### src/rtl/sonar_scheduler_pkg.sv
// Shared types and default timing for the multiplexed HC-SR04 scheduler.
// Distances are U(32,15) centimetres.
package sonar_scheduler_pkg;

    typedef enum logic [2:0] {
        ST_IDLE,
        ST_TRIGGER,
        ST_WAIT_ECHO,
        ST_MEASURE,
        ST_STORE,
        ST_FAIL,
        ST_GUARD
    } sonar_state_e;

    localparam int          SONAR_MAX_SENSORS    = 8;
    localparam int          SONAR_TRIG_CYCLES    = 500;
    localparam int          SONAR_SLOT_CYCLES    = 1500000;
    localparam int          SONAR_TIMEOUT_CYCLES = 1250000;
    localparam int          SONAR_ECHO_INC       = 11;
    localparam int          SONAR_N_WIDTH        = 32;
    localparam int          SONAR_Q_WIDTH        = 15;
    localparam logic [31:0] SONAR_DIST_SAT       = 32'hFFFF_FFFF;

    // First set mask bit at or after 'from', wrapping modulo n.
    function automatic logic [2:0] next_sensor(input logic [7:0] mask,
                                               input logic [2:0] from,
                                               input int         n);
        logic [2:0] pick;
        logic       found;
        int         idx;
        pick  = from;
        found = 1'b0;
        for (int i = 0; i < SONAR_MAX_SENSORS; i++) begin
            idx = (int'(from) + i) % n;
            if (!found && (i < n) && mask[3'(idx)]) begin
                pick  = 3'(idx);
                found = 1'b1;
            end
        end
        return pick;
    endfunction

endpackage

### src/rtl/sonar_scheduler_echo_timer.sv
// Echo synchronisers, edge detection, saturating distance accumulator and
// timeout counter for whichever sensor is currently selected.
module sonar_echo_timer
    import sonar_scheduler_pkg::*;
#(
    parameter int N_SENSORS      = 3,
    parameter int TIMEOUT_CYCLES = SONAR_TIMEOUT_CYCLES,
    parameter int ECHO_INC       = SONAR_ECHO_INC,
    parameter int N_WIDTH        = SONAR_N_WIDTH
) (
    input  logic                 clk_i,
    input  logic                 rst_ni,
    input  logic [N_SENSORS-1:0] echo_i,
    input  logic [2:0]           sel_i,
    input  logic                 start_i,
    output logic                 rise_o,
    output logic                 done_o,
    output logic                 timeout_o,
    output logic [N_WIDTH-1:0]   dist_o
);

    localparam int TW = $clog2(TIMEOUT_CYCLES + 1);

    logic [N_SENSORS-1:0] sync1_q, sync2_q, sync3_q;
    logic                 active_q, meas_q;
    logic [TW-1:0]        tmo_cnt_q;
    logic [N_WIDTH-1:0]   acc_q;
    logic [7:0]           lvl_w, prev_w;
    logic                 echo_w, echo_prev_w;

    function automatic logic [N_WIDTH-1:0] sat_add(input logic [N_WIDTH-1:0] a);
        logic [N_WIDTH:0] sum;
        sum = {1'b0, a} + (N_WIDTH+1)'(ECHO_INC);
        return sum[N_WIDTH] ? {N_WIDTH{1'b1}} : sum[N_WIDTH-1:0];
    endfunction

    assign lvl_w       = 8'(sync2_q);
    assign prev_w      = 8'(sync3_q);
    assign echo_w      = lvl_w[sel_i];
    assign echo_prev_w = prev_w[sel_i];

    // A start needs a genuine low-to-high step; a level already high is ignored.
    assign rise_o    = active_q && !meas_q && echo_w && !echo_prev_w;
    assign done_o    = meas_q && !echo_w;
    assign timeout_o = active_q && (tmo_cnt_q == TW'(TIMEOUT_CYCLES - 1));
    assign dist_o    = acc_q;

    always_ff @(posedge clk_i or negedge rst_ni) begin
        if (!rst_ni) begin
            sync1_q   <= '0;
            sync2_q   <= '0;
            sync3_q   <= '0;
            active_q  <= 1'b0;
            meas_q    <= 1'b0;
            tmo_cnt_q <= '0;
            acc_q     <= '0;
        end else begin
            sync1_q <= echo_i;
            sync2_q <= sync1_q;
            sync3_q <= sync2_q;
            if (start_i) begin
                active_q  <= 1'b1;
                meas_q    <= 1'b0;
                tmo_cnt_q <= '0;
                acc_q     <= '0;
            end else if (active_q) begin
                tmo_cnt_q <= tmo_cnt_q + TW'(1);
                if (done_o || timeout_o) begin
                    active_q <= 1'b0;
                    meas_q   <= 1'b0;
                end else begin
                    if (rise_o) meas_q <= 1'b1;
                    if (echo_w && (meas_q || rise_o)) acc_q <= sat_add(acc_q);
                end
            end
        end
    end

endmodule

### src/rtl/sonar_scheduler.sv
// Round-robin HC-SR04 scheduler: one sensor fires per fixed-length slot and
// its echo width is converted into a U(32,15) distance bank entry.
module sonar_scheduler
    import sonar_scheduler_pkg::*;
#(
    parameter int N_SENSORS       = 3,
    parameter int SENSOR_ID_WIDTH = 3,
    parameter int TRIG_CYCLES     = SONAR_TRIG_CYCLES,
    parameter int SLOT_CYCLES     = SONAR_SLOT_CYCLES,
    parameter int TIMEOUT_CYCLES  = SONAR_TIMEOUT_CYCLES,
    parameter int ECHO_INC        = SONAR_ECHO_INC,
    parameter int N_WIDTH         = SONAR_N_WIDTH,
    parameter int Q_WIDTH         = SONAR_Q_WIDTH
) (
    input  logic                           SONAR_SCHEDULER_CLOCK_50,
    input  logic                           SONAR_SCHEDULER_RESET_InLow,
    input  logic                           SONAR_SCHEDULER_ENABLE_InHigh,
    input  logic [N_SENSORS-1:0]           SONAR_SCHEDULER_MASK_InBus,
    input  logic [N_SENSORS-1:0]           SONAR_SCHEDULER_ECHO_InBus,
    output logic [N_SENSORS-1:0]           SONAR_SCHEDULER_TRIGGER_OutBus,
    output logic [N_SENSORS*N_WIDTH-1:0]   SONAR_SCHEDULER_DISTANCE_OutBus,
    output logic                           SONAR_SCHEDULER_VALID_Out,
    output logic [SENSOR_ID_WIDTH-1:0]     SONAR_SCHEDULER_SENSOR_OutBus,
    output logic [N_SENSORS-1:0]           SONAR_SCHEDULER_TIMEOUT_OutBus
);

    localparam int CW = $clog2(SLOT_CYCLES + 1);

    if (N_SENSORS < 1 || N_SENSORS > SONAR_MAX_SENSORS || Q_WIDTH >= N_WIDTH ||
        TIMEOUT_CYCLES >= SLOT_CYCLES - TRIG_CYCLES) begin : g_bad_params
        $error("sonar_scheduler: inconsistent parameter set");
    end

    sonar_state_e                 state_q;
    logic [2:0]                   sel_q;
    logic [CW-1:0]                slot_cnt_q;
    logic [N_SENSORS-1:0]         trig_q, tmo_q;
    logic [N_SENSORS*N_WIDTH-1:0] bank_q;
    logic                         valid_q;
    logic [SENSOR_ID_WIDTH-1:0]   sensor_q;

    logic               go_w, start_w, rise_w, done_w, timeout_w, fin_w, ok_w;
    logic [2:0]         wrap_w, from_w, pick_w;
    logic [N_WIDTH-1:0] dist_w;

    function automatic logic [N_SENSORS-1:0] sensor_bit(input logic [2:0] s);
        logic [N_SENSORS-1:0] b;
        b = '0;
        for (int i = 0; i < N_SENSORS; i++) begin
            if (3'(i) == s) b[i] = 1'b1;
        end
        return b;
    endfunction

    assign go_w    = SONAR_SCHEDULER_ENABLE_InHigh && (SONAR_SCHEDULER_MASK_InBus != '0);
    assign wrap_w  = 3'((int'(sel_q) + 1) % N_SENSORS);
    assign from_w  = (state_q == ST_GUARD) ? wrap_w : sel_q;
    assign pick_w  = next_sensor(8'(SONAR_SCHEDULER_MASK_InBus), from_w, N_SENSORS);
    assign start_w = (state_q == ST_TRIGGER) && (slot_cnt_q == CW'(TRIG_CYCLES - 1));

    // Measurement ends here; a completed echo takes priority over a coincident timeout.
    assign ok_w  = (state_q == ST_MEASURE) && done_w;
    assign fin_w = ok_w || (((state_q == ST_WAIT_ECHO) || (state_q == ST_MEASURE)) && timeout_w);

    sonar_echo_timer #(
        .N_SENSORS      (N_SENSORS),
        .TIMEOUT_CYCLES (TIMEOUT_CYCLES),
        .ECHO_INC       (ECHO_INC),
        .N_WIDTH        (N_WIDTH)
    ) u_timer (
        .clk_i     (SONAR_SCHEDULER_CLOCK_50),
        .rst_ni    (SONAR_SCHEDULER_RESET_InLow),
        .echo_i    (SONAR_SCHEDULER_ECHO_InBus),
        .sel_i     (sel_q),
        .start_i   (start_w),
        .rise_o    (rise_w),
        .done_o    (done_w),
        .timeout_o (timeout_w),
        .dist_o    (dist_w)
    );

    always_ff @(posedge SONAR_SCHEDULER_CLOCK_50 or negedge SONAR_SCHEDULER_RESET_InLow) begin
        if (!SONAR_SCHEDULER_RESET_InLow) begin
            state_q    <= ST_IDLE;
            sel_q      <= '0;
            slot_cnt_q <= '0;
            trig_q     <= '0;
            tmo_q      <= '0;
            bank_q     <= '0;
            valid_q    <= 1'b0;
            sensor_q   <= '0;
        end else begin
            valid_q    <= 1'b0;
            slot_cnt_q <= slot_cnt_q + CW'(1);
            if (fin_w) begin
                valid_q  <= 1'b1;
                sensor_q <= SENSOR_ID_WIDTH'(sel_q);
                for (int i = 0; i < N_SENSORS; i++) begin
                    if (3'(i) == sel_q) begin
                        bank_q[i*N_WIDTH +: N_WIDTH] <= ok_w ? dist_w : {N_WIDTH{1'b1}};
                        tmo_q[i]                     <= !ok_w;
                    end
                end
            end
            case (state_q)
                ST_IDLE: begin
                    slot_cnt_q <= '0;
                    if (go_w) begin
                        sel_q   <= pick_w;
                        trig_q  <= sensor_bit(pick_w);
                        state_q <= ST_TRIGGER;
                    end
                end
                ST_TRIGGER: begin
                    if (start_w) begin
                        trig_q  <= '0;
                        state_q <= ST_WAIT_ECHO;
                    end
                end
                ST_WAIT_ECHO: begin
                    if (timeout_w)   state_q <= ST_FAIL;
                    else if (rise_w) state_q <= ST_MEASURE;
                end
                ST_MEASURE: begin
                    if (done_w)         state_q <= ST_STORE;
                    else if (timeout_w) state_q <= ST_FAIL;
                end
                ST_STORE, ST_FAIL: state_q <= ST_GUARD;
                ST_GUARD: begin
                    // Back-to-back slots: the next trigger rises on the clock after the slot's last cycle.
                    if (slot_cnt_q >= CW'(SLOT_CYCLES - 1)) begin
                        slot_cnt_q <= '0;
                        if (go_w) begin
                            sel_q   <= pick_w;
                            trig_q  <= sensor_bit(pick_w);
                            state_q <= ST_TRIGGER;
                        end else begin
                            sel_q   <= wrap_w;
                            state_q <= ST_IDLE;
                        end
                    end
                end
                default: state_q <= ST_IDLE;
            endcase
        end
    end

    assign SONAR_SCHEDULER_TRIGGER_OutBus  = trig_q;
    assign SONAR_SCHEDULER_DISTANCE_OutBus = bank_q;
    assign SONAR_SCHEDULER_VALID_Out       = valid_q;
    assign SONAR_SCHEDULER_SENSOR_OutBus   = sensor_q;
    assign SONAR_SCHEDULER_TIMEOUT_OutBus  = tmo_q;

endmodule
### config.mk
export PLATFORM = sky130hd
export DESIGN_NAME = sonar_scheduler
export DESIGN_NICKNAME = d
export VERILOG_FILES = /design/src/rtl/sonar_scheduler_pkg.sv /design/src/rtl/sonar_scheduler_echo_timer.sv /design/src/rtl/sonar_scheduler.sv
export SDC_FILE = /design/constraint.sdc
export NUM_CORES = 1
export LEC_CHECK = 0
export ABC_CLOCK_PERIOD_IN_PS = 15400
export CORE_MARGIN = 1.5
export CORE_UTILIZATION = 55
export CTS_CLUSTER_DIAMETER = 100
export DETAILED_ROUTE_END_ITERATION = 12
export PLACE_DENSITY_LB_ADDON = 0.12
export SLEW_MARGIN = 20
export SYNTH_ARGS = -nofsm -noshare
export SYNTH_HDL_FRONTEND = slang
export SYNTH_SLANG_ARGS = --single-unit
### constraint.sdc
create_clock -name SONAR_SCHEDULER_CLOCK_50 -period 15.4 [get_ports SONAR_SCHEDULER_CLOCK_50]
set_input_delay 3.85 -clock SONAR_SCHEDULER_CLOCK_50 [delete_from_list [all_inputs] [get_ports SONAR_SCHEDULER_CLOCK_50]]
set_output_delay 3.85 -clock SONAR_SCHEDULER_CLOCK_50 [all_outputs]
set_load 0.01 [all_outputs]
==> results of run 1 <==
==> kinds of logic after synthesis <==
| family | share of synthesized area [%] |
|---|---|
| muxes | 1.04 |
| buffers and inverters | 3.32 |
| xor gates and xnor gates | 4.08 |
| AOI/OAI and AO/OA | 16.2 |
| and+or+nand+nor | 22.2 |
| adders and majority gates | 3.29 |
| DFF | 49.9 |
==> registers in the layout, summed over array words and instances, names as in the netlist <==
signal and cells:
SONAR_SCHEDULER_DISTANCE_OutBus 96, u_timer.dist_o 32, slot_cnt_q 21, u_timer.tmo_cnt_q 21
SONAR_SCHEDULER_SENSOR_OutBus 3, SONAR_SCHEDULER_TIMEOUT_OutBus 3, SONAR_SCHEDULER_TRIGGER_OutBus 3, sel_q 3
state_q 3, u_timer.sync1_q 3, u_timer.sync2_q 3, u_timer.sync3_q 3
SONAR_SCHEDULER_VALID_Out 1, u_timer.active_q 1, u_timer.meas_q 1
==> final cells by class <==
| type | instances | area [sq um] |
|---|---|---|
| Inverter | 24 | 91.3 |
| Tap cell | 225 | 282 |
| Multi-Input combinational cell | 814 | 4640 |
| Clock buffer | 18 | 439 |
| Fill cell | 1407 | 5680 |
| Clock inverter | 14 | 169 |
| Timing Repair Buffer | 119 | 1180 |
| Sequential cell | 197 | 4930 |
==> layout by cell type, fill, tap and decap left out, drive strengths merged, types with 9 or more instances in the layout <==
cell type	n
xor2	24
dfrtp	197
clkdlybuf4s50	113
inv	33
ha	26
clkbuf	19
a211oi	16
a21oi	139
nor4	9
o21ai	29
nor3	21
and3	16
nor2	244
nand4	16
and2	11
nand3	38
xnor2	22
and4	11
nand2	77
==> per-layer routing <==
metal	routed length (um)	up-vias	part of all wire [%]	track usage (%)
met5	0	-	0	0
met4	184	0	0.83	5.09
met3	1120	19	5.0	4.44
met2	9650	214	44	34.9
met1	11200	3868	51	38.1
li1	-	3970	-	-
==> Yosys cell counts, types with 9 or more instances <==
library cell,number,area share (%)
nor2_1,244,9.3
dfrtp_1,197,50
a21oi_1,137,6.9
nand2_1,77,2.9
clkbuf_1,44,1.7
nand3_1,38,1.9
ha_1,26,3.3
o21ai_0,26,1.3
xor2_1,24,2.1
inv_1,23,0.87
xnor2_1,22,1.9
nor3_1,21,1.1
and3_1,16,1.0
nand4_1,15,0.95
a211oi_1,14,1.1
and4_1,11,0.97
and2_1,10,0.63
nor4_1,9,0.57
==> critical path, delay by kind of cell, from the launching register on <==
family	cells	cell delay (ns)
DFF	1	0.67
AOI/OAI and AO/OA	14	3.56
and+or+nand+nor	9	1.66
adders and majority gates	8	2.25
buffers and inverters	1	0.16
==> metrics by stage <==
step	hold slack [ns]	instance area, sq um	util (%)	std cells
2_1_floorplan	0.331	9880	-	1089
3_3_place_gp	0.333	11100	63.9	1379
3_5_place_dp	0.335	11100	63.9	1379
4_1_cts	0.353	11700	67.4	1411
5_1_grt	0.355	11700	67.4	1411
6_report	0.351	11700	67.4	1411
==> final timing paths <==
check                      slack, ns                                  to                        start  cells after the start
min reg2reg                     0.35                  u_timer.sync2_q[1]           u_timer.sync1_q[1]                      0
min                             0.35                  u_timer.sync2_q[1]           u_timer.sync1_q[1]                      0
max reg2reg                     6.97                            sel_q[0]                     sel_q[0]                     32
max                             6.97                            sel_q[0]                     sel_q[0]                     32
min in group asynchronous       3.54  SONAR_SCHEDULER_DISTANCE_OutBus[4]  SONAR_SCHEDULER_RESET_InLow                      1
max in group asynchronous      10.30                  u_timer.dist_o[21]  SONAR_SCHEDULER_RESET_InLow                      2
==> power by group through the flow <==
stage | registers, mW | logic, mW | clock network [mW]
CTS | 0.552 | 0.618 | 0.458
global placement | 0.561 | 0.603 | 0
detailed placement | 0.562 | 0.613 | 0
finish | 0.552 | 0.626 | 0.449
floorplan | 0.546 | 0.513 | 0
global route | 0.555 | 0.687 | 0.478
==> run_summary.xml, run 1 <==
<?xml version="1.0" encoding="UTF-8"?>
<metrics>
  <group name="detailed_routing">
    <metric name="drt-total-wl" unit="mm">22.2</metric>
    <metric name="first_pass_iters" unit="">5</metric>
    <metric name="routedWlPerCell" unit="um">15.7</metric>
    <metric name="vias" unit="">8071</metric>
    <metric name="drcViolationCount" unit="">0</metric>
    <metric name="viasPerCell" unit="">5.72</metric>
    <metric name="ant_nets" unit="">0</metric>
    <metric name="drt-initial-drc-count" unit="">663</metric>
  </group>
  <group name="setup_path">
    <metric name="crit_required" unit="ns">15.73</metric>
    <metric name="crit_fanout" unit="">15</metric>
    <metric name="path_common_cell" unit="">ha_1</metric>
    <metric name="timing.critical_path.arrival" unit="ns">8.75</metric>
    <metric name="critPathMaxStageDelay" unit="ns">0.82</metric>
    <metric name="timing.setup.critical_path_class" unit="">reg2reg</metric>
    <metric name="critical_path_end_type" unit="">flip-flop</metric>
    <metric name="crit_path_slowest_cell" unit="">a31oi_1</metric>
    <metric name="timing.critical_path.from_type" unit="">flip-flop</metric>
  </group>
  <group name="clock_tree">
    <metric name="htree_levels" unit="">4</metric>
    <metric name="cts-root-buf" unit="">clkbuf_16</metric>
    <metric name="cts_max_path_buffers" unit="">2</metric>
    <metric name="clock_tree_from_tritoncts" unit="">yes</metric>
    <metric name="cts-buffers-inserted" unit="">17</metric>
    <metric name="post-cts-setup-buffers" unit="">0</metric>
    <metric name="post_cts_resized" unit="">0</metric>
    <metric name="post_cts_hold_buffer_count" unit="">0</metric>
    <metric name="clkLatencyLatePin" unit="ns">0.44</metric>
    <metric name="clkTransAtPathRegs" unit="ns">0.08</metric>
    <metric name="tritoncts_num_sinks" unit="">197</metric>
  </group>
  <group name="power_and_ir_drop">
    <metric name="netSwitchingPower" unit="uW">618</metric>
    <metric name="netSwitchingFraction" unit="%">38.0</metric>
    <metric name="combinationalPowerShare" unit="%">38.5</metric>
    <metric name="power_report.internal_total" unit="mW">1.01</metric>
    <metric name="power-per-cell-area" unit="mW/mm^2">139</metric>
    <metric name="power.static_leakage" unit="nW">5.37</metric>
    <metric name="p_clk_share" unit="%">27.6</metric>
    <metric name="total_power" unit="mW">1.63</metric>
    <metric name="seqPwrFrac" unit="%">33.9</metric>
    <metric name="maximum_vdd_drop" unit="mV">0.0975</metric>
  </group>
  <group name="global_routing">
    <metric name="grt_overflow_total" unit="">0</metric>
    <metric name="grt_pass1_vias" unit="">7123</metric>
    <metric name="grt_use_total" unit="%">24.2</metric>
    <metric name="grt_first_pass_wirelength" unit="mm">36.0</metric>
    <metric name="initial_antenna_violation_count" unit="">0</metric>
    <metric name="largest_net_degree_at_the_start_of_global_routing" unit="">121</metric>
  </group>
  <group name="timing">
    <metric name="setup_slack" unit="ns">6.97</metric>
    <metric name="drv_slew" unit="">0</metric>
    <metric name="hold_violations" unit="">0</metric>
    <metric name="tns" unit="ns">0</metric>
    <metric name="setup_violations" unit="">0</metric>
    <metric name="final.setup_skew" unit="ns">0.0147</metric>
    <metric name="post-route-period-util" unit="%">54.7</metric>
    <metric name="timing_worst_slew_pin_value" unit="ns">0.965</metric>
    <metric name="max_clock_freq" unit="GHz">0.119</metric>
    <metric name="period_needed" unit="ns">8.43</metric>
    <metric name="grt_setup_unrepaired" unit="">no</metric>
    <metric name="timing.slew.headroom" unit="%">35.7</metric>
  </group>
  <group name="outcome">
    <metric name="outcome" unit="">completed</metric>
  </group>
  <group name="synthesis">
    <metric name="postSynth.asyncResetShare" unit="%">100</metric>
    <metric name="synth_cells" unit="">1089</metric>
    <metric name="yosysSeqAreaShare" unit="%">49.9</metric>
    <metric name="synth_cell_type_count" unit="">80</metric>
    <metric name="ys_ff_latch" unit="">197</metric>
    <metric name="post_synth_edffs" unit="">0</metric>
    <metric name="synth_flop_cell" unit="">dfrtp_1</metric>
    <metric name="yosysWarnings" unit="">0</metric>
    <metric name="netlist_area" unit="sq mm">0.00988</metric>
    <metric name="syn-num-nets" unit="">1124</metric>
    <metric name="synth_area_per_cell" unit="sq um">9.08</metric>
  </group>
  <group name="floorplan">
    <metric name="floorplan.initialDensity" unit="%">56.7</metric>
    <metric name="die_area" unit="sq mm">0.0188</metric>
    <metric name="die_h" unit="um">137</metric>
    <metric name="die_extent_in_x" unit="um">137</metric>
    <metric name="floorplan.rows" unit="">48</metric>
    <metric name="core-area" unit="sq mm">0.0174</metric>
    <metric name="pin_count" unit="">115</metric>
  </group>
  <group name="cells_and_area">
    <metric name="antenna_cells" unit="">0</metric>
    <metric name="nets" unit="">1208</metric>
    <metric name="area_growth_syn_to_layout" unit="%">18.7</metric>
    <metric name="post_route_cells_drive_above_1_share" unit="%">5.99</metric>
  </group>
  <group name="place">
    <metric name="detailedPlace.worstSlack" unit="ns">7.09</metric>
    <metric name="dp_hpwl" unit="mm">15.2</metric>
    <metric name="gp_routability_congestion" unit="">0.866</metric>
    <metric name="place.port_buffers" unit="">114</metric>
  </group>
  <group name="min_path">
    <metric name="min_path_type" unit="">reg2reg</metric>
  </group>
  <group name="job">
    <metric name="maxCapViolCount" unit="">0</metric>
  </group>
</metrics>
Power figures use the tool's default switching activity.
==> inputs of run 2 (changes only) <==
--- a/config.mk
+++ b/config.mk
@@ -5,9 +5,9 @@
 export SDC_FILE = /design/constraint.sdc
 export NUM_CORES = 1
 export LEC_CHECK = 0
-export ABC_CLOCK_PERIOD_IN_PS = 15400
+export ABC_CLOCK_PERIOD_IN_PS = 6800
 export CORE_MARGIN = 1.5
-export CORE_UTILIZATION = 55
+export CORE_UTILIZATION = 51
 export CTS_CLUSTER_DIAMETER = 100
 export DETAILED_ROUTE_END_ITERATION = 12
 export PLACE_DENSITY_LB_ADDON = 0.12
==> constraint.sdc (replaced) <==
create_clock -name SONAR_SCHEDULER_CLOCK_50 -period 6.8 [get_ports SONAR_SCHEDULER_CLOCK_50]
set_input_delay 1.7 -clock SONAR_SCHEDULER_CLOCK_50 [delete_from_list [all_inputs] [get_ports SONAR_SCHEDULER_CLOCK_50]]
set_output_delay 1.7 -clock SONAR_SCHEDULER_CLOCK_50 [all_outputs]
set_load 0.01 [all_outputs]
==> run_summary.xml, run 2 (synthesized netlist as in run 1, its figures left out) <==
<?xml version="1.0" encoding="UTF-8"?>
<metrics>
  <group name="cells_and_area">
    <metric name="area_growth_syn_to_layout" unit="%">22.2</metric>
    <metric name="layout.filler_cells" unit="">1545</metric>
    <metric name="multiInputGateArea" unit="sq mm">0.00477</metric>
    <metric name="finalCoreUtilization" unit="%">64.1</metric>
    <metric name="area.sequential" unit="sq mm">0.00493</metric>
    <metric name="post_route_cells_drive_above_1_share" unit="%">9.53</metric>
    <metric name="final_cell_mix" unit="">nor2_1, dfrtp_1, a21oi_1</metric>
    <metric name="stdcell_count" unit="">1467</metric>
    <metric name="largest_register_ff_count" unit="">96</metric>
    <metric name="antenna_cells" unit="">0</metric>
    <metric name="layout.cells.most_common" unit="">nor2_1</metric>
    <metric name="nets" unit="">1230</metric>
  </group>
  <group name="timing">
    <metric name="post-route-period-util" unit="%">96.3</metric>
    <metric name="drv_slew" unit="">0</metric>
    <metric name="timing_worst_slew_pin_value" unit="ns">0.941</metric>
    <metric name="timing.slew.headroom" unit="%">37.2</metric>
    <metric name="period_needed" unit="ns">6.55</metric>
    <metric name="hold_violations" unit="">0</metric>
    <metric name="setup_violations" unit="">0</metric>
    <metric name="max_clock_freq" unit="GHz">0.153</metric>
    <metric name="tns" unit="ns">0</metric>
    <metric name="final.setup_skew" unit="ns">0.0168</metric>
    <metric name="hold_ws" unit="ns">0.349</metric>
  </group>
  <group name="place">
    <metric name="dpl.cell_count" unit="">1426</metric>
    <metric name="dp_hpwl" unit="mm">14.9</metric>
    <metric name="gp_routability_congestion" unit="">0.874</metric>
    <metric name="place.port_buffers" unit="">114</metric>
  </group>
  <group name="setup_path">
    <metric name="cp-endpoint" unit="">sel_q[0]</metric>
    <metric name="worst_setup_path_startpoint" unit="">sel_q[0]</metric>
    <metric name="r2r.worst_path.cells" unit="">32</metric>
    <metric name="path_common_cell" unit="">ha_2</metric>
    <metric name="critical_path_end_type" unit="">flip-flop</metric>
    <metric name="critPathMaxStageDelay" unit="ns">0.49</metric>
    <metric name="reg2reg_from" unit="">sel_q[0]</metric>
    <metric name="timing.setup.critical_path_class" unit="">reg2reg</metric>
    <metric name="worst_setup_slack_for_register_to_register_paths" unit="ns">0.25</metric>
    <metric name="timing.critical_path.arrival" unit="ns">6.86</metric>
    <metric name="crit_path_slowest_cell" unit="">dfrtp_2</metric>
    <metric name="crit_fanout" unit="">7</metric>
    <metric name="crit_required" unit="ns">7.11</metric>
    <metric name="critical_path.reg2reg.endpoint" unit="">sel_q[0]</metric>
    <metric name="timing.critical_path.from_type" unit="">flip-flop</metric>
  </group>
  <group name="global_routing">
    <metric name="initial_antenna_violation_count" unit="">0</metric>
    <metric name="grt_pass1_vias" unit="">7624</metric>
    <metric name="grt_first_pass_wirelength" unit="mm">37.3</metric>
    <metric name="largest_net_degree_at_the_start_of_global_routing" unit="">118</metric>
    <metric name="grt_use_total" unit="%">22.7</metric>
    <metric name="grt_overflow_total" unit="">0</metric>
  </group>
  <group name="job">
    <metric name="maxCapViolCount" unit="">0</metric>
  </group>
  <group name="clock_tree">
    <metric name="htree_levels" unit="">4</metric>
    <metric name="clkLatencyLatePin" unit="ns">0.44</metric>
    <metric name="cts_max_path_buffers" unit="">2</metric>
    <metric name="cts-buffers-inserted" unit="">17</metric>
    <metric name="clkTransAtPathRegs" unit="ns">0.07</metric>
    <metric name="tritoncts_num_sinks" unit="">197</metric>
    <metric name="cts-root-buf" unit="">clkbuf_16</metric>
    <metric name="clock_tree_from_tritoncts" unit="">yes</metric>
    <metric name="post_cts_hold_buffer_count" unit="">0</metric>
  </group>
  <group name="floorplan">
    <metric name="core-area" unit="sq mm">0.0188</metric>
    <metric name="floorplan.initialDensity" unit="%">52.5</metric>
    <metric name="floorplan.rows" unit="">50</metric>
    <metric name="pin_count" unit="">115</metric>
    <metric name="die_extent_in_x" unit="um">142</metric>
    <metric name="die_h" unit="um">142</metric>
    <metric name="die_area" unit="sq mm">0.0202</metric>
  </group>
  <group name="detailed_routing">
    <metric name="drt-total-wl" unit="mm">22.3</metric>
    <metric name="vias" unit="">8108</metric>
    <metric name="ant_nets" unit="">0</metric>
    <metric name="routedWlPerCell" unit="um">15.2</metric>
    <metric name="first_pass_iters" unit="">5</metric>
    <metric name="drcViolationCount" unit="">0</metric>
    <metric name="viasPerCell" unit="">5.53</metric>
    <metric name="drt-initial-drc-count" unit="">412</metric>
  </group>
  <group name="power_and_ir_drop">
    <metric name="total_power" unit="mW">3.97</metric>
    <metric name="power-per-cell-area" unit="mW/mm^2">329</metric>
    <metric name="power.static_leakage" unit="nW">5.49</metric>
    <metric name="maximum_vdd_drop" unit="mV">0.216</metric>
  </group>
  <group name="min_path">
    <metric name="min_path_type" unit="">reg2reg</metric>
  </group>
  <group name="outcome">
    <metric name="outcome" unit="">completed</metric>
  </group>
</metrics>
-- run 2: cell count changes in the layout (fill, tap and decap cells not counted), sizes merged --
cell    change
inv         -4
buf        +22
bufinv      +1
clkinv      +3
clkbuf      -1
-- run 2: power by group --
| group | switching, mW | internal, mW | leakage, nW | total, mW |
|---|---|---|---|---|
| sequential | 0.0403 | 1.20 | 2.72 | 1.24 |
| clock | 0.498 | 0.529 | 0.293 | 1.03 |
| combinational | 0.968 | 0.740 | 2.48 | 1.71 |
| total | 1.51 | 2.47 | 5.49 | 3.97 |
-- run 2: area by class of cell --
class,count,share of cell area [%]
Inverter,24,0.756
Clock buffer,17,3.52
Sequential cell,197,40.8
Multi-Input combinational cell,814,39.5
Timing Repair Buffer,141,11.2
Clock inverter,14,1.51
Tap cell,260,2.69
-- run 2: critical path, delay by kind of cell (launching register included) --
family                     cells  cell delay [ns]
DFF                            1             0.49
AOI/OAI and AO/OA             10             1.73
and+or+nand+nor               12             2.44
buffers and inverters          2             0.14
adders and majority gates      8             1.64
-- run 2: stage by stage --
step | area (sq um) | worst slack [ns]
6_report | 12100 | 0.252
5_1_grt | 12100 | -0.0456
4_1_cts | 11900 | 0.0302
3_5_place_dp | 11300 | -0.0400
3_3_place_gp | 11300 | 0.156
2_1_floorplan | 9910 | 0.00347
-- run 2: worst min-delay path by stage --
stage | to | slack, ns | cells after the start | from
after floorplan | u_timer.sync2_q[0] | 0.33 | 0 | u_timer.sync1_q[0]
after global placement | u_timer.sync2_q[2] | 0.34 | 0 | u_timer.sync1_q[2]
after detailed placement | u_timer.sync2_q[0] | 0.34 | 0 | u_timer.sync1_q[0]
after CTS | u_timer.sync2_q[0] | 0.35 | 0 | u_timer.sync1_q[0]
after global routing | u_timer.sync2_q[0] | 0.36 | 0 | u_timer.sync1_q[0]
final | u_timer.sync2_q[0] | 0.35 | 0 | u_timer.sync1_q[0]
-- run 2: metal layers --
metal | track usage, % | vias up | part of all wire [%]
li1 | - | 3994 | -
met5 | 0 | - | 0
met2 | 34.9 | 186 | 45
met3 | 3.84 | 16 | 4.3
met4 | 5.21 | 0 | 0.90
met1 | 33.7 | 3912 | 50
-- run 2: repair_timing --
| item | in CTS | in global routing |
|---|---|---|
| pin swaps | 0 | 9 |
| resized for setup | 3 | 25 |
| setup endpoints to repair | 1 | 6 |
| setup buffers | 0 | 10 |
| gates cloned | 0 | 0 |
